`src/rtl/tcp_tcb_table_pkg.sv`:
```
// Shared TCP types for the RX path: decoded segment, control block, connection
// states, and the key-compare helper used by the TCB table.
package tcp;

  localparam int BUFF_WIDTH  = 16;
  localparam int TCB_IDX_MAX = 15;

  typedef enum logic [3:0] {
    CLOSED,
    LISTEN,
    SYN_SENT,
    SYN_RCVD,
    ESTABLISHED,
    FIN_WAIT_1,
    FIN_WAIT_2,
    CLOSE_WAIT,
    CLOSING,
    LAST_ACK,
    TIME_WAIT
  } tcp_state_e;

  typedef struct packed {
    logic [15:0]           peer_port;
    logic [31:0]           ip_source_addr;
    logic [31:0]           sequence_num;
    logic [31:0]           ack_num;
    logic [15:0]           window;
    logic [BUFF_WIDTH-1:0] payload_addr;
  } packet_t;

  typedef struct packed {
    logic [15:0] peer_port;
    logic [31:0] peer_ip;
    logic [31:0] seq_num;
    logic [31:0] ack_num;
    logic [15:0] window;
    logic [15:0] mss;
    tcp_state_e  state;
  } tcb_t;

  typedef enum logic [1:0] {
    IDLE,
    LOOKUP,
    DISPATCH,
    WRITEBACK
  } tbl_state_e;

  // A connection is identified by the remote endpoint only.
  function automatic logic tcb_key_match(input tcb_t t, input packet_t p);
    return (t.peer_ip == p.ip_source_addr) && (t.peer_port == p.peer_port);
  endfunction

endpackage

```
`src/rtl/tcp_tcb_table_alloc.sv`:
```
// Free-slot priority encoder for the TCB table; with TCP_TCB_EVICT_EN defined it
// also keeps the round-robin eviction pointer.
module tcp_tcb_alloc #(
  parameter  int N_CONN = 4,
  localparam int IDX_W  = $clog2(N_CONN)
) (
`ifdef TCP_TCB_EVICT_EN
  input  logic             clk_i,
  input  logic             rst_i,
  input  logic             advance_i,
  output logic [IDX_W-1:0] victim_idx_o,
`endif
  input  logic [N_CONN-1:0] occupied_i,
  output logic [IDX_W-1:0]  free_idx_o,
  output logic              any_free_o
);

  // Scan from the top down so the lowest free index wins.
  always_comb begin
    free_idx_o = '0;
    for (int i = N_CONN - 1; i >= 0; i--) begin
      if (!occupied_i[i]) free_idx_o = IDX_W'(i);
    end
  end

  assign any_free_o = ~(&occupied_i);

`ifdef TCP_TCB_EVICT_EN
  logic [IDX_W-1:0] victim_q;

  always_ff @(posedge clk_i or posedge rst_i) begin
    if (rst_i) begin
      victim_q <= '0;
    end else if (advance_i) begin
      victim_q <= (victim_q == IDX_W'(N_CONN - 1)) ? '0 : victim_q + IDX_W'(1);
    end
  end

  assign victim_idx_o = victim_q;
`endif

endmodule

```
`src/rtl/tcp_tcb_table.sv`:
```
// Multi-connection TCB store/dispatcher between the TCP header decoder and the
// connection state machine. Define TCP_TCB_EVICT_EN to evict instead of drop when full.
module tcp_tcb_table
  import tcp::*;
#(
  parameter  int N_CONN = 4,
  parameter  int MSS    = 1464,
  localparam int IDX_W  = $clog2(N_CONN),
  localparam int CNT_W  = $clog2(N_CONN + 1)
) (
  input  logic                  clk,
  input  logic                  rst,
  input  logic                  valid,
  output logic                  ready,
  input  packet_t               pkt,
  output logic                  sm_valid,
  output tcb_t                  o_tcb,
  output logic [IDX_W-1:0]      o_idx,
  input  logic                  sm_done,
  input  logic                  sm_accept_payload,
  input  tcb_t                  i_tcb,
  output logic                  tcp_payload_valid,
  output logic [BUFF_WIDTH-1:0] tcp_payload_addr,
  output logic [IDX_W-1:0]      tcp_payload_conn,
  output logic                  pkt_drop,
  output logic [CNT_W-1:0]      conn_count
);

  tbl_state_e            state_q, state_d;
  packet_t               pkt_q, pkt_d;
  logic [IDX_W-1:0]      idx_q, idx_d;
  logic [N_CONN-1:0]     occupied_q, occupied_d;
  logic                  ready_q;
  logic                  payValid_q, payValid_d;
  logic [BUFF_WIDTH-1:0] payAddr_q, payAddr_d;
  logic [IDX_W-1:0]      payConn_q, payConn_d;
  logic                  drop_q, drop_d;

  tcb_t                  tcbs_q [N_CONN];
  logic                  tblWe;
  logic [IDX_W-1:0]      tblIdx;
  tcb_t                  tblData;
  tcb_t                  newTcb;

  logic [N_CONN-1:0]     hitVec;
  logic                  hit;
  logic [IDX_W-1:0]      hitIdx;
  logic [IDX_W-1:0]      freeIdx;
  logic                  anyFree;

`ifdef TCP_TCB_EVICT_EN
  logic                  evict;
  logic [IDX_W-1:0]      victimIdx;
`endif

  tcp_tcb_alloc #(
    .N_CONN(N_CONN)
  ) u_alloc (
`ifdef TCP_TCB_EVICT_EN
    .clk_i       (clk),
    .rst_i       (rst),
    .advance_i   (evict),
    .victim_idx_o(victimIdx),
`endif
    .occupied_i  (occupied_q),
    .free_idx_o  (freeIdx),
    .any_free_o  (anyFree)
  );

  always_comb begin
    hitVec = '0;
    hitIdx = '0;
    for (int i = 0; i < N_CONN; i++) begin
      hitVec[i] = occupied_q[i] && tcb_key_match(tcbs_q[i], pkt_q);
      if (hitVec[i]) hitIdx = IDX_W'(i);
    end
  end

  assign hit = |hitVec;

  // Fresh TCB for a newly seen peer: key from the segment, counters zeroed.
  always_comb begin
    newTcb           = '0;
    newTcb.peer_ip   = pkt_q.ip_source_addr;
    newTcb.peer_port = pkt_q.peer_port;
    newTcb.mss       = 16'(MSS);
    newTcb.state     = LISTEN;
  end

  always_comb begin
    state_d    = state_q;
    pkt_d      = pkt_q;
    idx_d      = idx_q;
    occupied_d = occupied_q;
    payValid_d = 1'b0;
    payAddr_d  = payAddr_q;
    payConn_d  = payConn_q;
    drop_d     = 1'b0;
    tblWe      = 1'b0;
    tblIdx     = idx_q;
    tblData    = tcbs_q[idx_q];
`ifdef TCP_TCB_EVICT_EN
    evict      = 1'b0;
`endif

    case (state_q)
      IDLE: begin
        if (valid) begin
          pkt_d   = pkt;
          state_d = LOOKUP;
        end
      end

      LOOKUP: begin
        if (hit) begin
          tblWe                = 1'b1;
          tblIdx               = hitIdx;
          tblData              = tcbs_q[hitIdx];
          tblData.seq_num      = pkt_q.sequence_num;
          tblData.ack_num      = pkt_q.ack_num;
          tblData.window       = pkt_q.window;
          idx_d                = hitIdx;
          state_d              = DISPATCH;
        end else if (anyFree) begin
          tblWe                = 1'b1;
          tblIdx               = freeIdx;
          tblData              = newTcb;
          occupied_d[freeIdx]  = 1'b1;
          idx_d                = freeIdx;
          state_d              = DISPATCH;
        end else begin
`ifdef TCP_TCB_EVICT_EN
          tblWe                = 1'b1;
          tblIdx               = victimIdx;
          tblData              = newTcb;
          idx_d                = victimIdx;
          evict                = 1'b1;
          state_d              = DISPATCH;
`else
          drop_d               = 1'b1;
          state_d              = IDLE;
`endif
        end
      end

      DISPATCH: begin
        if (sm_done) begin
          tblWe   = 1'b1;
          tblIdx  = idx_q;
          tblData = i_tcb;
          if (i_tcb.state == CLOSED) occupied_d[idx_q] = 1'b0;
          if (sm_accept_payload) begin
            payValid_d = 1'b1;
            payAddr_d  = pkt_q.payload_addr;
            payConn_d  = idx_q;
          end
          state_d = WRITEBACK;
        end
      end

      WRITEBACK: state_d = IDLE;

      default: state_d = IDLE;
    endcase
  end

  // ready is registered so it stays low throughout reset and rises one edge later.
  always_ff @(posedge clk or posedge rst) begin
    if (rst) begin
      state_q    <= IDLE;
      pkt_q      <= '0;
      idx_q      <= '0;
      occupied_q <= '0;
      ready_q    <= 1'b0;
      payValid_q <= 1'b0;
      payAddr_q  <= '0;
      payConn_q  <= '0;
      drop_q     <= 1'b0;
    end else begin
      state_q    <= state_d;
      pkt_q      <= pkt_d;
      idx_q      <= idx_d;
      occupied_q <= occupied_d;
      ready_q    <= (state_d == IDLE);
      payValid_q <= payValid_d;
      payAddr_q  <= payAddr_d;
      payConn_q  <= payConn_d;
      drop_q     <= drop_d;
    end
  end

  always_ff @(posedge clk) begin
    if (tblWe) tcbs_q[tblIdx] <= tblData;
  end

  always_comb begin
    conn_count = '0;
    for (int i = 0; i < N_CONN; i++) begin
      conn_count = conn_count + CNT_W'(occupied_q[i]);
    end
  end

  assign ready             = ready_q;
  assign sm_valid          = (state_q == DISPATCH);
  assign o_tcb             = sm_valid ? tcbs_q[idx_q] : '0;
  assign o_idx             = idx_q;
  assign tcp_payload_valid = payValid_q;
  assign tcp_payload_addr  = payAddr_q;
  assign tcp_payload_conn  = payConn_q;
  assign pkt_drop          = drop_q;

  a_unique_hit: assert property (@(posedge clk) disable iff (rst)
    (state_q == LOOKUP) |-> $onehot0(hitVec));

  a_idx_range: assert property (@(posedge clk) disable iff (rst)
    int'(idx_q) <= TCB_IDX_MAX);

endmodule

```
`config.mk`:
```
export PLATFORM = sky130hd
export DESIGN_NAME = tcp_tcb_table
export DESIGN_NICKNAME = d
export VERILOG_FILES = /design/src/rtl/tcp_tcb_table_pkg.sv /design/src/rtl/tcp_tcb_table_alloc.sv /design/src/rtl/tcp_tcb_table.sv
export SDC_FILE = /design/constraint.sdc
export NUM_CORES = 2
export LEC_CHECK = 0
export CELL_PAD_IN_SITES_DETAIL_PLACEMENT = 0
export CELL_PAD_IN_SITES_GLOBAL_PLACEMENT = 1
export CORE_MARGIN = 4
export CORE_UTILIZATION = 42
export DETAILED_ROUTE_END_ITERATION = 7
export GPL_ROUTABILITY_DRIVEN = 0
export PLACE_DENSITY_LB_ADDON = 0.1
export SYNTH_ARGS = -nofsm -noshare
export SYNTH_HDL_FRONTEND = slang
export SYNTH_HIERARCHICAL = 1
export SYNTH_SLANG_ARGS = --single-unit
```
`constraint.sdc`:
```
create_clock -name clk -period 13.6 [get_ports clk]
set_input_delay 2.72 -clock clk [delete_from_list [all_inputs] [get_ports clk]]
set_output_delay 2.72 -clock clk [all_outputs]
set_load 0.05 [all_outputs]
```
==> flow_metrics.env <==
export IMPL_drive_gt1_share_pct=17.91
export IMPL_hold_violations=0
export IMPL_cp_arrival_ns=4.84
export IMPL_synth_edf_count=592
export IMPL_drt_iter0_markers=2529
export IMPL_synth_adder_area_share_pct=0.2368
export IMPL_postLayoutCellArea_um2=48780
export IMPL_root_buffer="clkbuf_16"
export IMPL_powerDensity_nw_per_um2=240.2
export IMPL_portBuffers=471
export IMPL_vias=28640
export IMPL_placed_area_um2=45790
export IMPL_clk_pin_slew_ns=0.06
export IMPL_path_max_fanout=47
export IMPL_finalCritPeriodShare_pct=55.62
export IMPL_core_um2=94870
export IMPL_num_io_pins=472
export IMPL_viasPerCell=5.953
export IMPL_critical_path_max_stage_delay_ns=0.83
export IMPL_syn_num_nets=3427
export IMPL_route_detailed_drc=0
export IMPL_run_status="finished clean"
export IMPL_slew_limit_headroom_pct=22.72
export IMPL_worst_pin_slew_ns=1.149
export IMPL_dieWidth_um=317.2
export IMPL_grt_antenna_before_repair=16
export IMPL_path_cells="buf_4 > buf_4 > mux4_2 > and2_1 > clkdlybuf4s50_1"
export IMPL_path_common_cell="buf_4"
export IMPL_setup_worst_path_end_class="primary output"
export IMPL_htreeDepth=3
export IMPL_cp_slowest_cell="dfrtp_4"
export IMPL_synthFlopType="edfxtp_1"
export IMPL_grt_max_degree=161
export IMPL_syn_to_final_growth_pct=21.49
export IMPL_setup_violations=0
export IMPL_firstDrtPassIters=6
export IMPL_ir_drop_v=0.0001783
export IMPL_max_freq_mhz=132.2
export IMPL_setup_tns_ns=0
export IMPL_async_flop_share_pct=22.61
export IMPL_synth_compound_area_share_pct=8.816
export IMPL_critical_path_class="flip-flop to primary output"
export IMPL_finish_utilization_pct=51.42
export IMPL_avgSynthCellArea_um2=12.86
export IMPL_initial_core_util_pct=42.32
export IMPL_numCtsBuffers=87
export IMPL_wl_per_cell_um=28.78
export IMPL_clk_path_buf_depth=3
export IMPL_netlist_area_um2=40150
export IMPL_clock_sinks=765
export IMPL_cts_tree="yes"
export IMPL_muxShareOfSynthArea_pct=17.66
export IMPL_wl_um=138400
export IMPL_startpoint_type="flip-flop"
export IMPL_synth_top_family_by_area="multiplexers"
export IMPL_p_leak_nw=16.72
export IMPL_synth_xor_area_share_pct=3.883
export IMPL_grt_pass1_vias=29670
export IMPL_die_h_um=317.2
export IMPL_synth_warnings=6
export IMPL_cp_required_ns=10.88
export IMPL_maxSlewViolCount=0
export IMPL_maxCapViolCount=0
export IMPL_synth_seq_cells=765
export IMPL_rows=113
export IMPL_hold_path_class="flip-flop to flip-flop"
export IMPL_final_nets=3765
export IMPL_dieArea_um2=100600
export IMPL_synth_simple_area_share_pct=10.69
export IMPL_ctsHoldBuffers=0
export IMPL_synthCells=3123
export IMPL_yosysSeqAreaShare_pct=55.06
export IMPL_dp_hpwl_um=90580
export IMPL_ant_nets=0
export IMPL_finalCriticalPeriod_ns=7.564
export IMPL_grt_pass1_wl_um=201500
export IMPL_postCtsResizedCells=0
export IMPL_rsz0062_at_grt="false"
export IMPL_skew_ns=0.02554
export IMPL_ys_types=66
export IMPL_grt_util_all_layers_pct=26.96
export IMPL_gr_total_overflow=0
export IMPL_clock_latency_ns=0.66
export IMPL_postCtsSetupBuffers=0
## metrics by stage
step | total power, W | instances | worst slack, ns | hold slack [ns]
2_1_floorplan | 0.007396 | 3123 | -2.180 | 0.4750
3_3_place_gp | 0.009167 | 4637 | 6.556 | 0.4785
3_5_place_dp | 0.009280 | 4637 | 6.627 | 0.4899
4_1_cts | 0.01174 | 4800 | 5.879 | 0.5022
5_1_grt | 0.01226 | 4806 | 5.741 | 0.5157
6_report | 0.01172 | 4810 | 6.036 | 0.5036
## path summary, 6_finish.rpt
path	startpoint	to	slack, ns	cells after the start
setup / recovery	o_idx[0]$_DFF_PP0_	o_tcb[72]	6.04	5
hold / removal	pkt_q[15]$_DFFE_PP0P_	tcp_payload_addr[15]$_DFFE_PP0P_	0.50	1
setup reg to reg	newTcb[115]$_DFFE_PP0P_	tcbs_q[2][75]$_DFFE_PP_	7.49	9
hold reg to reg	pkt_q[15]$_DFFE_PP0P_	tcp_payload_addr[15]$_DFFE_PP0P_	0.50	1
max in group asynchronous	rst	o_idx[0]$_DFF_PP0_	9.18	3
min in group asynchronous	rst	pkt_q[7]$_DFFE_PP0P_	2.67	2
## per-layer routing
layer	share of wire (%)	global-route usage, %	up-vias
li1	-	-	12470
met1	40	35.19	14600
met2	48	43.97	1271
met3	7.5	5.898	291
met4	4.2	10.91	6
met5	0.029	0	-
## report_power, final
part	internal [W]	switching, W
clock network	0.00146	0.000974
registers	0.00352	0.000432
logic	0.00179	0.00355
## cell type report
class                      instances  area, um^2
fill                            8066       46090
sequential                       765       22110
multi-input combinational       2004       16690
timing repair buffer             516        5066
clock buffer                     116        2409
tap                             1265        1583
clock inverter                    47       559.3
inverter                          87       336.6
antenna                           10       25.02
## logic make-up (layout without fill, tap and decap cells)
family / count (synthesis) / in the layout
AND/OR/NAND/NOR: 786 / 786
flip-flops: 765 / 765
AO/OA/AOI/OAI: 542 / 542
multiplexers: 491 / 491
buffers and inverters: 354 / 766
XOR/XNOR: 178 / 178
adder cells (fa/ha/maj): 7 / 7
other: 0 / 10
## registers in the layout (all words and copies together), names as in the netlist
register           flops
pkt_q                 96
occupied_q             4
pkt_drop               1
tcbs_q               592
state_q                2
tcp_payload_conn       2
tcp_payload_valid      1
o_idx                  2
tcp_payload_addr      16
newTcb                48
ready                  1
## cell usage in the layout (no fill, tap or decap), types with 19 or more instances in the layout
cell / instances
edfxtp_1: 592
clkdlybuf4s50_1: 470
mux2_2: 235
nand2_1: 232
o21ai_0: 211
dfrtp_1: 171
mux4_2: 148
and2_1: 148
mux2i_1: 101
xor2_1: 89
xnor2_1: 89
clkbuf_16: 89
inv_1: 85
nor2b_1: 83
a31oi_1: 81
a22oi_1: 61
or3_1: 51
and3_1: 49
o211ai_1: 48
o21ai_1: 48
nor4_1: 47
nand4_1: 44
buf_4: 44
a211oi_2: 40
nand2b_1: 35
nor2_1: 29
clkbuf_1: 19
## cell usage after synthesis, drive strengths merged, types with 2 or more instances
| cell type | instances | share of area [%] |
|---|---|---|
| a211o | 2 | 0.044 |
| a211oi | 56 | 1.5 |
| a21oi | 5 | 0.062 |
| a22o | 7 | 0.15 |
| a22oi | 61 | 1.1 |
| a31oi | 81 | 1.3 |
| and2 | 149 | 2.3 |
| and3 | 49 | 0.76 |
| and4 | 4 | 0.087 |
| buf | 78 | 1.1 |
| clkbuf | 189 | 1.8 |
| dfrtp | 173 | 11 |
| edfxtp | 592 | 44 |
| ha | 6 | 0.19 |
| inv | 87 | 0.81 |
| mux2 | 242 | 6.8 |
| mux2i | 101 | 2.5 |
| mux4 | 148 | 8.3 |
| nand2 | 233 | 2.2 |
| nand2b | 35 | 0.55 |
| nand3 | 18 | 0.22 |
| nand3b | 2 | 0.037 |
| nand4 | 44 | 0.69 |
| nand4b | 3 | 0.065 |
| nor2 | 31 | 0.29 |
| nor2b | 83 | 1.3 |
| nor3 | 16 | 0.20 |
| nor3b | 2 | 0.037 |
| nor4 | 49 | 0.79 |
| nor4b | 5 | 0.11 |
| o2111ai | 9 | 0.20 |
| o211ai | 48 | 0.90 |
| o21ai | 260 | 3.2 |
| o22ai | 2 | 0.031 |
| or2 | 2 | 0.031 |
| or3 | 52 | 0.81 |
| or4 | 4 | 0.093 |
| or4b | 2 | 0.050 |
| xnor2 | 89 | 1.9 |
| xor2 | 89 | 1.9 |
## worst max-delay path: cells and delay by family (launching register included)
kind                   cells  cell delay (ns)
multiplexers               1             0.66
AND/OR/NAND/NOR            1             0.19
buffers and inverters      3             2.35
flip-flops                 1             0.83
Power figures use the tool's default switching activity.
